<file path="src/rtl/pipeline_stall_ctrl.sv">
// pipeline_stall_ctrl
// Central stall/flush responder for the 5-stage pipeline. Combines the ID
// load-use hazard, the MEM multi-cycle handshake and the EX taken-branch
// redirect into per-stage hold/flush controls. A small FSM follows
// outstanding memory waits and has a timeout watchdog with a sticky error.
// Optional feature macro: PIPE_STALL_CNT_EN adds the stall_cycles counter.
module pipeline_stall_ctrl #(
  parameter int MEM_TIMEOUT = 15,
  parameter int CNT_W       = 32
) (
  input  logic             clk,
  input  logic             rst,
  input  logic             load_use_req,
  input  logic             branch_taken_EX,
  input  logic             mem_req_MEM,
  input  logic             mem_ack,
  output logic             hold_pc,
  output logic             hold_if_id,
  output logic             hold_id_ex,
  output logic             hold_ex_mem,
  output logic             flush_if_id,
  output logic             flush_id_ex,
  output logic             bubble_mem_wb,
  output logic             mem_timeout_err
`ifdef PIPE_STALL_CNT_EN
  ,
  output logic [CNT_W-1:0] stall_cycles
`endif
);

  localparam int WC_W = $clog2(MEM_TIMEOUT + 1);

  typedef enum logic [1:0] {
    RUN      = 2'd0,
    MEM_WAIT = 2'd1,
    ERR      = 2'd2
  } state_t;

  state_t          state_reg;
  logic [WC_W-1:0] wait_cnt_reg;
  logic            err_reg;
  logic            mstall;

  // A memory stall is a fresh unacked request in RUN or any unacked cycle of an ongoing wait
  always_comb begin
    mstall = ((state_reg == RUN) && mem_req_MEM && !mem_ack) ||
             ((state_reg == MEM_WAIT) && !mem_ack);
  end

  // Priority resolve: ERR > memory stall > branch flush > load-use bubble
  always_comb begin
    hold_pc       = 1'b0;
    hold_if_id    = 1'b0;
    hold_id_ex    = 1'b0;
    hold_ex_mem   = 1'b0;
    flush_if_id   = 1'b0;
    flush_id_ex   = 1'b0;
    bubble_mem_wb = 1'b0;
    if (rst) begin
      // everything stays quiet while reset is applied
    end else if (state_reg == ERR || mstall) begin
      // freeze the front of the pipe; the stuck access never retires into WB
      hold_pc       = 1'b1;
      hold_if_id    = 1'b1;
      hold_id_ex    = 1'b1;
      hold_ex_mem   = 1'b1;
      bubble_mem_wb = 1'b1;
    end else if (branch_taken_EX) begin
      // ID instruction is wrong-path, so a load-use hazard on it is moot
      flush_if_id = 1'b1;
      flush_id_ex = 1'b1;
    end else if (load_use_req) begin
      hold_pc     = 1'b1;
      hold_if_id  = 1'b1;
      flush_id_ex = 1'b1;
    end
  end

  // Memory-wait FSM with watchdog; the error flag lags ERR entry by one cycle
  always_ff @(posedge clk) begin
    if (rst) begin
      state_reg    <= RUN;
      wait_cnt_reg <= '0;
      err_reg      <= 1'b0;
    end else begin
      err_reg <= (state_reg == ERR);
      case (state_reg)
        RUN: begin
          if (mstall) begin
            state_reg    <= MEM_WAIT;
            wait_cnt_reg <= WC_W'(1);
          end
        end
        MEM_WAIT: begin
          if (mem_ack) begin
            state_reg <= RUN;
          end else if (wait_cnt_reg == WC_W'(MEM_TIMEOUT)) begin
            state_reg <= ERR;
          end else begin
            wait_cnt_reg <= wait_cnt_reg + WC_W'(1);
          end
        end
        ERR: begin
          state_reg <= ERR;
        end
        default: begin
          state_reg <= ERR;
        end
      endcase
    end
  end

  assign mem_timeout_err = err_reg;

`ifdef PIPE_STALL_CNT_EN
  logic [CNT_W-1:0] stall_cnt_reg;

  // Count every cycle the PC was held, saturating at all-ones
  always_ff @(posedge clk) begin
    if (rst) begin
      stall_cnt_reg <= '0;
    end else if (hold_pc && (stall_cnt_reg != {CNT_W{1'b1}})) begin
      stall_cnt_reg <= stall_cnt_reg + CNT_W'(1);
    end
  end

  assign stall_cycles = stall_cnt_reg;
`endif

endmodule
</file>
<file path="config.mk">
export PLATFORM = sky130hd
export DESIGN_NAME = pipeline_stall_ctrl
export DESIGN_NICKNAME = d
export VERILOG_FILES = /design/src/rtl/pipeline_stall_ctrl.sv
export SDC_FILE = /design/constraint.sdc
export NUM_CORES = 1
export LEC_CHECK = 0
export CAP_MARGIN = 20
export CORE_AREA = 2 2 39 41
export DETAILED_ROUTE_END_ITERATION = 7
export DIE_AREA = 0 0 41 43
export REMOVE_ABC_BUFFERS = 1
export SYNTH_ARGS = -nofsm -noshare
export SYNTH_HDL_FRONTEND = slang
export SYNTH_SLANG_ARGS = --single-unit
export TNS_END_PERCENT = 100
</file>
<file path="constraint.sdc">
create_clock -name clk -period 1.6 [get_ports clk]
set_input_delay 0.16 -clock clk [delete_from_list [all_inputs] [get_ports clk]]
set_output_delay 0.16 -clock clk [all_outputs]
set_load 0.02 [all_outputs]
</file>
==> results.py, run 1 <==
metrics = {
    "status": {
        "status": "finished clean",
    },
    "yosys": {
        "syn_inst": 48,
        "synth-main-ff-cell": "dfxtp_1",
        "synth_edf_count": 0,
        "synth_cell_types": 26,
        "synth_warnings": 0,
        "ys_ff_latch": 7,
        "yosys.area.top_type_share_pct": 34.1,
        "synth_common_cells": "dfxtp_1 (7), buf_4 (4), nor2_1 (4)",
        "synthTopCellsByArea": "dfxtp_1 (34%), buf_4 (7.3%), a31oi_1 (4.6%), and4_1 (4.3%), nor3_1 (3.7%)",
        "async_reset_ff_share_pct": 0,
        "synth.avg_cell_area_um2": 8.55,
        "synth.cell_area_um2": 410,
        "synth_top_cell_by_area": "dfxtp_1",
        "ys_seq_area_share_pct": 34.1,
        "yosysMostFrequentCell": "dfxtp_1",
    },
    "cells_and_area": {
        "nNetsFinal": 75,
        "drive_above_1_share_pct": 22.4,
        "syn_to_final_growth_pct": 47.6,
        "largest_reg_flops": 4,
        "fillers": 144,
        "n_antenna_cell": 0,
    },
    "clocking": {
        "cts_tree": "yes",
        "cts_made_buffers": 3,
        "clk_latency_ns": 0.25,
        "clockRootBuffer": "clkbuf_4",
        "tritoncts_num_sinks": 7,
        "path_clk_slew_ns": 0.05,
        "htreeDepth": 1,
        "clk_path_buf_depth": 2,
    },
    "route": {
        "wl_per_cell_um": 10.8,
        "wirelength_um": 899,
        "final_antenna_net_count": 0,
        "drt-initial-drc-count": 4,
        "firstDrtPassIters": 3,
        "via_per_inst": 5.01,
        "via_count": 416,
        "drc": 0,
    },
    "power": {
        "power_frac_comb_pct": 19.6,
        "powerDensity_nw_per_um2": 703,
        "ir_worst_vdd_uv": 271,
        "p_leak_nw": 0.258,
        "p_int_mw": 0.317,
        "switchingPower_mw": 0.109,
        "pwr-share-seq_pct": 42.7,
        "design_power_total_mw": 0.426,
        "switching_share_pct": 25.6,
        "clkPwrFrac_pct": 37.7,
    },
    "setup_path": {
        "rr_endpoint": "wait_cnt_reg[1]",
        "critPathKind": "in -> out",
        "ff2ff_path_depth": 4,
        "critPathCaptureType": "output port",
        "r2r_setup_slack_ns": 0.26,
        "cp_cell_sequence": "clkdlybuf4s50_1, nor2_1, o21ai_2, a31oi_1, dlygate4sd1_1",
        "slowest_delay_ns": 0.42,
        "arrival_ns": 1.41,
        "required_ns": 1.44,
        "start_kind": "input pin",
        "crit_path_max_fanout": 5,
        "rr_startpoint": "state_reg[0]",
        "cp_slowest_cell": "clkdlybuf4s50_1",
    },
    "floorplan": {
        "core_area_um2": 1380,
        "pin_count": 14,
        "start_util_pct": 29.7,
        "die_y_um": 43,
        "num_rows": 14,
        "dieArea_um2": 1760,
        "die_x_um": 41,
    },
    "run": {
        "maxCapViolations": 0,
    },
    "timing": {
        "hold_viol": 0,
        "period_minus_slack_ns": 1.57,
        "period_share_pct": 98.4,
        "relSlewSlack_pct": 77.5,
        "timing.final.ws_setup_ns": 0.0258,
        "rsz0062_at_grt": "yes",
        "tightest_slew_ns": 0.333,
        "slew_viol_final": 0,
        "max_clock_freq_ghz": 0.635,
        "fin_skew_ns": 0.00550,
        "setup_viol": 0,
        "finalSetupTns_ns": 0,
    },
    "place": {
        "dp.final_hpwl_um": 732,
        "io_buffers": 13,
        "place_congestion": 0.685,
        "post-place-ws_ns": -0.316,
    },
    "grt": {
        "overflow": 0,
        "grt_max_degree": 8,
        "grt_pass1_vias": 355,
        "grt_antenna_before_repair": 0,
        "grt_usage_pct": 11.8,
        "grt_pass1_wl_um": 1350,
    },
    "worst_hold_path": {
        "whs_path_depth": 1,
        "hold_start": "wait_cnt_reg[1]",
        "min_to": "wait_cnt_reg[1]",
        "hp-class": "reg -> reg",
    },
}
worst max path at each step:
stage                          to         start
floorplan           bubble_mem_wb  state_reg[1]
global placement      hold_ex_mem       mem_ack
detailed placement     hold_id_ex       mem_ack
CTS                    hold_id_ex       mem_ack
global route              hold_pc       mem_ack
finish                    hold_pc       mem_ack
cell usage in the layout, fill, tap and decap left out:
| cell | instances |
|---|---|
| dfxtp_1 | 7 |
| or3b_1 | 1 |
| inv_1 | 3 |
| buf_4 | 7 |
| nor2_1 | 4 |
| a221oi_1 | 1 |
| o2111a_1 | 1 |
| nor3_1 | 3 |
| nor4b_1 | 1 |
| a31o_1 | 1 |
| nand2b_1 | 2 |
| nor3b_1 | 1 |
| or2_2 | 1 |
| nand3_1 | 2 |
| a21oi_1 | 1 |
| clkbuf_4 | 3 |
| nand2_1 | 1 |
| a21oi_2 | 1 |
| mux2i_1 | 1 |
| and3_1 | 1 |
| ha_1 | 1 |
| and4_1 | 2 |
| and4bb_1 | 1 |
| or3b_2 | 1 |
| o21ai_2 | 1 |
| a211oi_1 | 1 |
| dlygate4sd1_1 | 2 |
| clkbuf_2 | 1 |
| clkdlybuf4s50_1 | 6 |
| clkbuf_1 | 1 |
| clkdlybuf4s15_1 | 4 |
| a31oi_1 | 3 |
layout make-up:
type	instances	area (µm²)	area share (%)
inverter	3	11.3	1.86
tap	16	20.0	3.31
sequential	7	140	23.1
multi-input combinational	33	233	38.4
timing repair buffer	20	175	28.9
clock buffer	4	26.3	4.34
cells by family after synthesis:
group           after synthesis  share of synthesized area (%)
buf+inv                       8                           11.0
flops                         7                           34.1
mux                           1                           2.44
simple gates                 21                           32.3
fa+ha+maj                     1                           3.05
compound gates               10                           17.1
per-layer routing:
metal  share of wire, %  up-vias  routed length, µm  global-route usage (%)
met5                  0        -                  0                       0
met4                1.6        0                 14                    10.0
met3                2.2        2                 20                    3.14
met2                 50        5                452                    16.6
met1                 46      195                412                    13.9
li1                   -      214                  -                       -
power by group through the flow:
stage	Sequential [mW]	Clock, mW	Combinational, mW
after floorplan	0.185	0	0.0360
after global placement	0.185	0	0.0887
after detailed placement	0.185	0	0.0889
after CTS	0.181	0.168	0.0827
after global routing	0.182	0.178	0.0903
final	0.182	0.161	0.0836
critical path: cells and delay by family:
| family | cells | cell delay [ns] |
|---|---|---|
| buf+inv | 2 | 0.76 |
| compound gates | 2 | 0.33 |
| simple gates | 1 | 0.16 |
repair_timing:
item	in CTS	in global routing
pin swaps	0	0
setup buffers	0	0
setup endpoints to repair	7	7
hold buffers	0	0
gates resized for setup	9	10
endpoints found under the hold margin	0	0
metrics by stage:
step | hold slack, ns | cells | utilization (%) | area, µm²
5_1_grt | 0.563 | 83 | 43.8 | 606
3_3_place_gp | 0.492 | 79 | 41.9 | 579
3_5_place_dp | 0.485 | 79 | 41.9 | 579
4_1_cts | 0.516 | 83 | 43.3 | 599
6_report | 0.506 | 83 | 43.8 | 606
2_1_floorplan | 0.232 | 43 | - | 377
Note: power is estimated with default switching activity, not from simulation.
==> run 2, diff against run 1 <==
PLACE_DENSITY = 0.59   (was unset)
clock period = 1.4 ns   (was 1.6 ns; I/O delays follow)
==> results.py, run 2 (same netlist as run 1, synthesis figures left out) <==
metrics = {
    "cells_and_area": {
        "fin_cells": 86,
        "drive_above_1_share_pct": 41.4,
        "seq_area_um2": 141,
        "syn_to_final_growth_pct": 54.6,
        "multi_input_area_um2": 256,
        "mostFrequentLayoutCell": "buf_4",
        "most-common-layout-cells": "buf_4 (12), dfxtp_1 (6), clkdlybuf4s50_1 (5), buf_2 (5)",
        "fillers": 152,
        "nNetsFinal": 78,
        "largest_reg_flops": 4,
        "n_antenna_cell": 0,
    },
    "timing": {
        "slew_viol_final": 0,
        "period_share_pct": 96.5,
        "max_clock_freq_ghz": 0.740,
        "hold_ws_ns": 0.463,
        "fin_skew_ns": 0.0105,
        "setup_viol": 0,
        "hold_viol": 0,
        "relSlewSlack_pct": 76.3,
        "period_minus_slack_ns": 1.35,
        "tightest_slew_ns": 0.350,
        "rsz0062_at_grt": "yes",
    },
    "clocking": {
        "cts_made_buffers": 3,
        "htreeDepth": 1,
        "clk_path_buf_depth": 2,
        "path_clk_slew_ns": 0.06,
        "tritoncts_num_sinks": 7,
        "clockRootBuffer": "clkbuf_4",
        "cts_tree": "yes",
        "clk_latency_ns": 0.25,
    },
    "floorplan": {
        "core_area_um2": 1380,
        "start_util_pct": 29.7,
        "die_x_um": 41,
        "pin_count": 14,
        "dieArea_um2": 1760,
        "num_rows": 14,
        "die_y_um": 43,
    },
    "status": {
        "status": "finished clean",
    },
    "setup_path": {
        "r2r_setup_slack_ns": 0.05,
        "cp_slowest_cell": "dfxtp_1",
        "required_ns": 1.26,
        "critPathCaptureType": "output port",
        "rr_startpoint": "state_reg[0]",
        "start_kind": "flip-flop",
        "cp_cell_sequence": "nor2_2, o21ai_4, and4_1, buf_2",
        "rr_endpoint": "wait_cnt_reg[3]",
        "slowest_delay_ns": 0.32,
        "critPathKind": "reg -> out",
        "ff2ff_path_depth": 4,
        "crit_path_max_fanout": 5,
        "arrival_ns": 1.21,
    },
    "grt": {
        "grt_pass1_wl_um": 1470,
        "grt_usage_pct": 12.4,
        "grt_pass1_vias": 395,
        "overflow": 0,
        "use_met2_pct": 20.6,
        "use_met1_pct": 12.8,
        "grt_max_degree": 8,
        "busiest_layer": "met2",
        "grt_antenna_before_repair": 0,
        "use_met3_pct": 3.14,
    },
    "route": {
        "via_count": 431,
        "wl_per_cell_um": 11.2,
        "wirelength_um": 967,
        "via_per_inst": 5.01,
        "firstDrtPassIters": 2,
        "drt-initial-drc-count": 2,
        "drc": 0,
        "final_antenna_net_count": 0,
    },
    "worst_hold_path": {
        "whs_path_depth": 4,
        "hp-class": "in -> reg",
        "min_to": "wait_cnt_reg[1]",
        "hold_start": "mem_req_MEM",
    },
    "power": {
        "p_leak_nw": 0.286,
        "powerDensity_nw_per_um2": 778,
        "ir_worst_vdd_uv": 379,
        "design_power_total_mw": 0.494,
    },
    "place": {
        "io_buffers": 13,
        "dp.final_hpwl_um": 750,
        "place_congestion": 0.620,
        "numPlacedInstances": 81,
    },
    "run": {
        "maxCapViolations": 0,
    },
}
[run 2: cell count changes in the layout (fill, tap and decap cells not counted), moves of 2 or more]
cell,previous run,this run
buf_2,0,5
clkdlybuf4s15_1,4,0
buf_4,7,12
dlygate4sd1_1,2,0
[run 2: cell type report]
cell class | instances | area share [%]
clock buffers | 3 | 3.55
clock inverters | 1 | 0.789
inverters | 3 | 1.78
multi-input cells | 33 | 40.4
flip-flops and latches | 7 | 22.3
well taps | 16 | 3.16
repair buffers | 23 | 28.0
[run 2: worst max-delay path: cells and delay by family (launching register included)]
kind	cells	cell delay, ns
buf+inv	1	0.15
simple gates	2	0.38
compound gates	1	0.10
flops	1	0.32
[run 2: per-layer routing]
metal | vias up | part of all wire, %
li1 | 220 | -
met1 | 199 | 45
met2 | 10 | 50
met3 | 2 | 3.4
met4 | 0 | 1.2
met5 | - | 0
[run 2: worst max-delay path by stage]
stage	start	end	slack [ns]	cells after the start
6_report	state_reg[1]	flush_if_id	0.05	4
3_5_place_dp	mem_ack	bubble_mem_wb	-0.47	5
5_1_grt	state_reg[1]	hold_if_id	-0.02	4
3_3_place_gp	mem_ack	bubble_mem_wb	-0.46	5
2_1_floorplan	state_reg[1]	bubble_mem_wb	-0.37	3
4_1_cts	state_reg[1]	hold_pc	0.0008	4
[run 2: stage by stage]
stage               setup slack [ns]  util [%]  setup TNS (ns)  cell area [µm²]
floorplan                     -0.372         -           -1.46              377
global placement              -0.457      42.9           -3.44              594
detailed placement            -0.473      42.9           -3.55              594
CTS                         0.000753      44.0               0              609
global route                 -0.0244      45.8         -0.0966              634
finish                        0.0485      45.8               0              634
[run 2: repair_timing]
item                       CTS  global route
pin swaps                    2             1
resized for setup           33             7
buffers inserted             1             0
hold buffers                 0             0
setup endpoints to repair    7             7
[run 2: power by group]
part / switching (mW) / internal (mW)
combinational: 0.0497 / 0.0544
sequential: 0.00484 / 0.204
clock: 0.0764 / 0.104
total: 0.131 / 0.363
==> run 3, diff against run 2 <==
PLACE_DENSITY = unset   (was 0.59)
PLACE_DENSITY_LB_ADDON = 0.12   (was unset)
clock period = 1.64 ns   (was 1.4 ns; I/O delays follow)
==> results.py, run 3 (same netlist as run 1, synthesis figures left out) <==
metrics = {
    "setup_path": {
        "arrival_ns": 1.39,
        "ff2ff_path_depth": 4,
        "cp_slowest_cell": "dlygate4sd2_1",
        "cp_cell_sequence": "buf_4, nand2b_1, and4_1, dlygate4sd2_1",
        "critPathKind": "reg -> out",
        "critPathCaptureType": "output port",
        "required_ns": 1.48,
        "cp_top_family": "buffers and inverters",
        "crit_path_max_fanout": 5,
        "rr_startpoint": "state_reg[0]",
        "slowest_delay_ns": 0.33,
        "r2r_setup_slack_ns": 0.30,
        "start_kind": "flip-flop",
        "rr_endpoint": "wait_cnt_reg[1]",
        "critPathBufInv": 2,
    },
    "place": {
        "numPlacedInstances": 80,
        "io_buffers": 13,
        "post-place-ws_ns": -0.280,
        "dp.final_hpwl_um": 759,
        "place_congestion": 0.723,
    },
    "grt": {
        "overflow": 0,
        "grt_pass1_vias": 446,
        "grt_usage_pct": 14.0,
        "grt_pass1_wl_um": 1680,
        "grt_max_degree": 8,
        "grt_antenna_before_repair": 0,
    },
    "timing": {
        "setup_viol": 0,
        "timing.final.ws_setup_ns": 0.0905,
        "max_clock_freq_ghz": 0.645,
        "slew_viol_final": 0,
        "rsz0062_at_grt": "no",
        "tightest_slew_ns": 0.405,
        "fin_skew_ns": 0.00297,
        "relSlewSlack_pct": 72.6,
        "finalSetupTns_ns": 0,
        "period_minus_slack_ns": 1.55,
        "period_share_pct": 94.5,
        "hold_viol": 0,
    },
    "power": {
        "ir_worst_vdd_uv": 334,
        "design_power_total_mw": 0.417,
        "powerDensity_nw_per_um2": 707,
        "p_leak_nw": 0.264,
    },
    "run": {
        "maxCapViolations": 0,
    },
    "route": {
        "drc": 0,
        "wl_per_cell_um": 11.0,
        "via_count": 411,
        "final_antenna_net_count": 0,
        "drt-initial-drc-count": 3,
        "via_per_inst": 4.89,
        "firstDrtPassIters": 4,
        "wirelength_um": 928,
    },
    "floorplan": {
        "core_area_um2": 1380,
        "die_x_um": 41,
        "num_rows": 14,
        "die_y_um": 43,
        "dieArea_um2": 1760,
        "pin_count": 14,
        "start_util_pct": 29.7,
    },
    "clocking": {
        "tritoncts_num_sinks": 7,
        "htreeDepth": 1,
        "clk_latency_ns": 0.25,
        "postCtsHoldBufs": 0,
        "cts_tree": "yes",
        "clockRootBuffer": "clkbuf_4",
        "cts_made_buffers": 3,
        "path_clk_slew_ns": 0.06,
        "post_cts_buffers": 0,
        "clk_path_buf_depth": 2,
    },
    "cells_and_area": {
        "nNetsFinal": 76,
        "n_antenna_cell": 0,
        "drive_above_1_share_pct": 29.4,
        "fin_cells": 84,
        "seq_area_um2": 140,
        "mostFrequentLayoutCell": "buf_4",
        "largest_reg_flops": 4,
        "fin_util_pct": 42.7,
        "syn_to_final_growth_pct": 43.9,
        "most-common-layout-cells": "buf_4 (8), dfxtp_1 (7), clkdlybuf4s50_1 (6), clkbuf_2 (5), nor2_1 (4)",
        "multi_input_area_um2": 229,
        "fillers": 151,
    },
    "worst_hold_path": {
        "hp-class": "reg -> reg",
        "min_to": "wait_cnt_reg[1]",
        "hold_start": "wait_cnt_reg[1]",
        "whs_path_depth": 1,
    },
    "status": {
        "status": "finished clean",
    },
}
run 3: repair_timing:
action                                  CTS  global route
endpoints found under the hold margin     0             0
pin swaps                                 0             0
resized for setup                         8            12
endpoints found under the setup margin    7             5
run 3: worst max-delay path by stage:
| stage | slack (ns) | cells after the start | endpoint | start |
|---|---|---|---|---|
| 4_1_cts | 0.05 | 5 | hold_ex_mem | mem_ack |
| 6_report | 0.09 | 4 | flush_if_id | state_reg[1] |
| 3_3_place_gp | -0.27 | 5 | hold_ex_mem | mem_ack |
| 3_5_place_dp | -0.28 | 5 | hold_ex_mem | mem_ack |
| 5_1_grt | 0.0007 | 4 | flush_if_id | state_reg[1] |
| 2_1_floorplan | -0.16 | 3 | bubble_mem_wb | state_reg[1] |
run 3: layout make-up:
class	count	area share, %
clock buffer	3	3.81
inverter	3	1.91
sequential	7	23.7
tap	16	3.39
timing repair buffer	21	27.5
multi-input combinational	33	38.8
clock inverter	1	0.847
run 3: layer usage:
layer  up-vias  share of wire, %  global-route usage (%)
li1        216                 -                       -
met1       178                47                    15.4
met2        15                46                    22.2
met3         2               7.1                    5.76
met4         0              0.43                    6.00
met5         -                 0                       0
run 3: stage by stage:
step	hold WS (ns)	instance area, µm²
6_report	0.504	591
5_1_grt	0.550	591
4_1_cts	0.506	609
3_5_place_dp	0.493	587
3_3_place_gp	0.489	587
2_1_floorplan	0.236	377
run 3: power by group:
| group | leakage (nW) | switching, mW | internal (mW) |
|---|---|---|---|
| registers | 0.0568 | 0.00367 | 0.174 |
| clock network | 0.0177 | 0.0711 | 0.0895 |
| logic | 0.190 | 0.0386 | 0.0411 |
| total | 0.264 | 0.113 | 0.304 |
==> patch: new RTL, settings of run 2 <==
Put one more register stage on the output `mem_timeout_err`. The value now appears one clock later. The other outputs are not delayed to match.
--- a/src/rtl/pipeline_stall_ctrl.sv
+++ b/src/rtl/pipeline_stall_ctrl.sv
@@ -112,3 +112,5 @@
 
-  assign mem_timeout_err = err_reg;
+  always_ff @(posedge clk) begin
+    mem_timeout_err <= err_reg;
+  end
 
Behaviour: no difference found for any inputs over 10 cycles, from zero or initial values and one cycle with rst high; that may be too few to reach the edited logic, so the function may still have changed.
==> patch against run 2 <==
  * Worst setup slack got worse by 0.022 ns
  * Final area is 2.8% lower
  * Power up 2.0%
  * Routed wire length fell by 6.0%
  * Synthesized area is 3.4% lower
  * Die area unchanged
  * Synthesized cell count is 2.1% lower
  * Via count decreased by 6.7%
  * Sequential power up 12%
  * Sequential cell count is 1 higher
  * Global-route usage fell by 1.4 points
  * Clock power down 7%
==> patch: results (changes against run 2) <==
STA
  – Actual slew at the worst max-slew pin: 0.221 ns (-0.129 ns)
  – Skew final: 0.00114 ns (-0.00934 ns)

Drt
  – Metal3 WL: 28 um (-15%)
  – Starting DRT DRC Count: 7 (+5)
  – Met2 WL: 459 um (-5.6%)
  – DRT Pass-1 Iters: 4 (+2)
  – Routed len/inst: 10.7 um (-4.9%)
  – Met1 WL: 421 um (-3.2%)
  – Vias post-DR: 402 (-6.7%)
  – Top sig layer: met3

Power and ir drop
  – Clock Power: 0.169 mW (-7%)
  – Leak: 0.264 nW (-7.5%)
  – Sequential share of power: 46.8% (+4.5 points)
  – Power Density: 816 mW/mm^2 (+4.9%)
  – Internal power: 0.378 mW (+4.2%)

Finish
  – Multi-In Gates: 34 (+3.0%)
  – # fillers: 151 (-0.66%)
  – Area Overhead vs Synth: 55.5%
  – Final clock-cell share: 3.65% (-0.69 points)
  – Fraction of layout cells with a size suffix above 1: 47.8% (+6.4 points)
  – Signal buf overhead: 27.8% (-0.22 points)
  – Fraction of area in multi-input gates: 37.9% (-2.5 points)
  – Ant. Diodes: 0 (unchanged)
  – Register area: 165 um^2 (+17%)

Placement
  – Final Wtd Congestion: 0.684 (+10%)
  – Dpl ws: -0.561 ns (-0.0876 ns)
  – Post-Place Cell Area: 588 um^2 (-1.1%)
  – Post-DP HPWL: 652 um (-13%)

Setup path
  – Top Family by Delay on Critical Path: buffers and inverters
  – Crit-path max FO: 3 (-2)
  – CP arrival: 1.23 ns (+0.02 ns)
  – Slowest CP cell: clkdlybuf4s50_1
  – CP max stage delay: 0.47 ns (+0.15 ns)

Global route
  – Vias in the first global route: 361 (-8.6%)
  – Largest net degree at the start of global routing: 7 (-1)
  – GR Util met2: 17.2% (-3.4 points)
  – Met3 usage in global routing: 3.14% (unchanged)
  – Met1 GRT Util: 11.9% (-0.96 points)
  – Tot GR Track Use: 11.0% (-1.4 points)
  – First-pass GRT wire length: 1320 um (-9.9%)

Synth
  – Seq/Total Area, Yosys: 40.4% (+6.2 points)
  – Synth Instances: 47 (-2.1%)
  – Top cells by area, synth: dfxtp_1 (40%), nor2_1 (8.5%), buf_4 (5.7%), o21ai_0 (3.8%), ha_1 (3.2%)
  – Synth cell count leaders: nor2_1 (9), dfxtp_1 (8), buf_4 (3), nand2_1 (3), o21ai_0 (3)
  – Distinct cell type count after synthesis: 24 (-7.7%)

Outcome
  – Status: completed

CTS
  – Number of gates resized after cts: 36 (+9.1%)

Hold path
  – HP Class: reg -> reg
[patch: changes by cell type after synthesis, moves of 2 or more]
cell / before / now
nor2_1: 4 / 9
nor3_1: 3 / 1
nand2_1: 1 / 3
inv_1: 3 / 1
o21ai_0: 0 / 3
and4_1: 2 / 0
a31oi_1: 3 / 1
[patch: path summary, 6_finish.rpt]
kind                                                    from                           end  slack, ns  cells past startpoint
worst max-delay path                             mem_req_MEM                   flush_if_id       0.03                      5
worst min-delay path                      err_reg$_SDFF_PP0_       mem_timeout_err$_DFF_P_       0.32                      0
worst max register to register  wait_cnt_reg[0]$_SDFFE_PP0P_  wait_cnt_reg[0]$_SDFFE_PP0P_       0.08                      6
worst min register to register            err_reg$_SDFF_PP0_       mem_timeout_err$_DFF_P_       0.32                      0
[patch: logic make-up after synthesis]
logic type,count (synthesis),share of synthesized area [%]
AO/OA/AOI/OAI,10,17.0
adder cells (fa/ha/maj),1,3.15
buffers and inverters,5,7.57
flip-flops,8,40.4
multiplexers,2,5.36
AND/OR/NAND/NOR,21,26.5
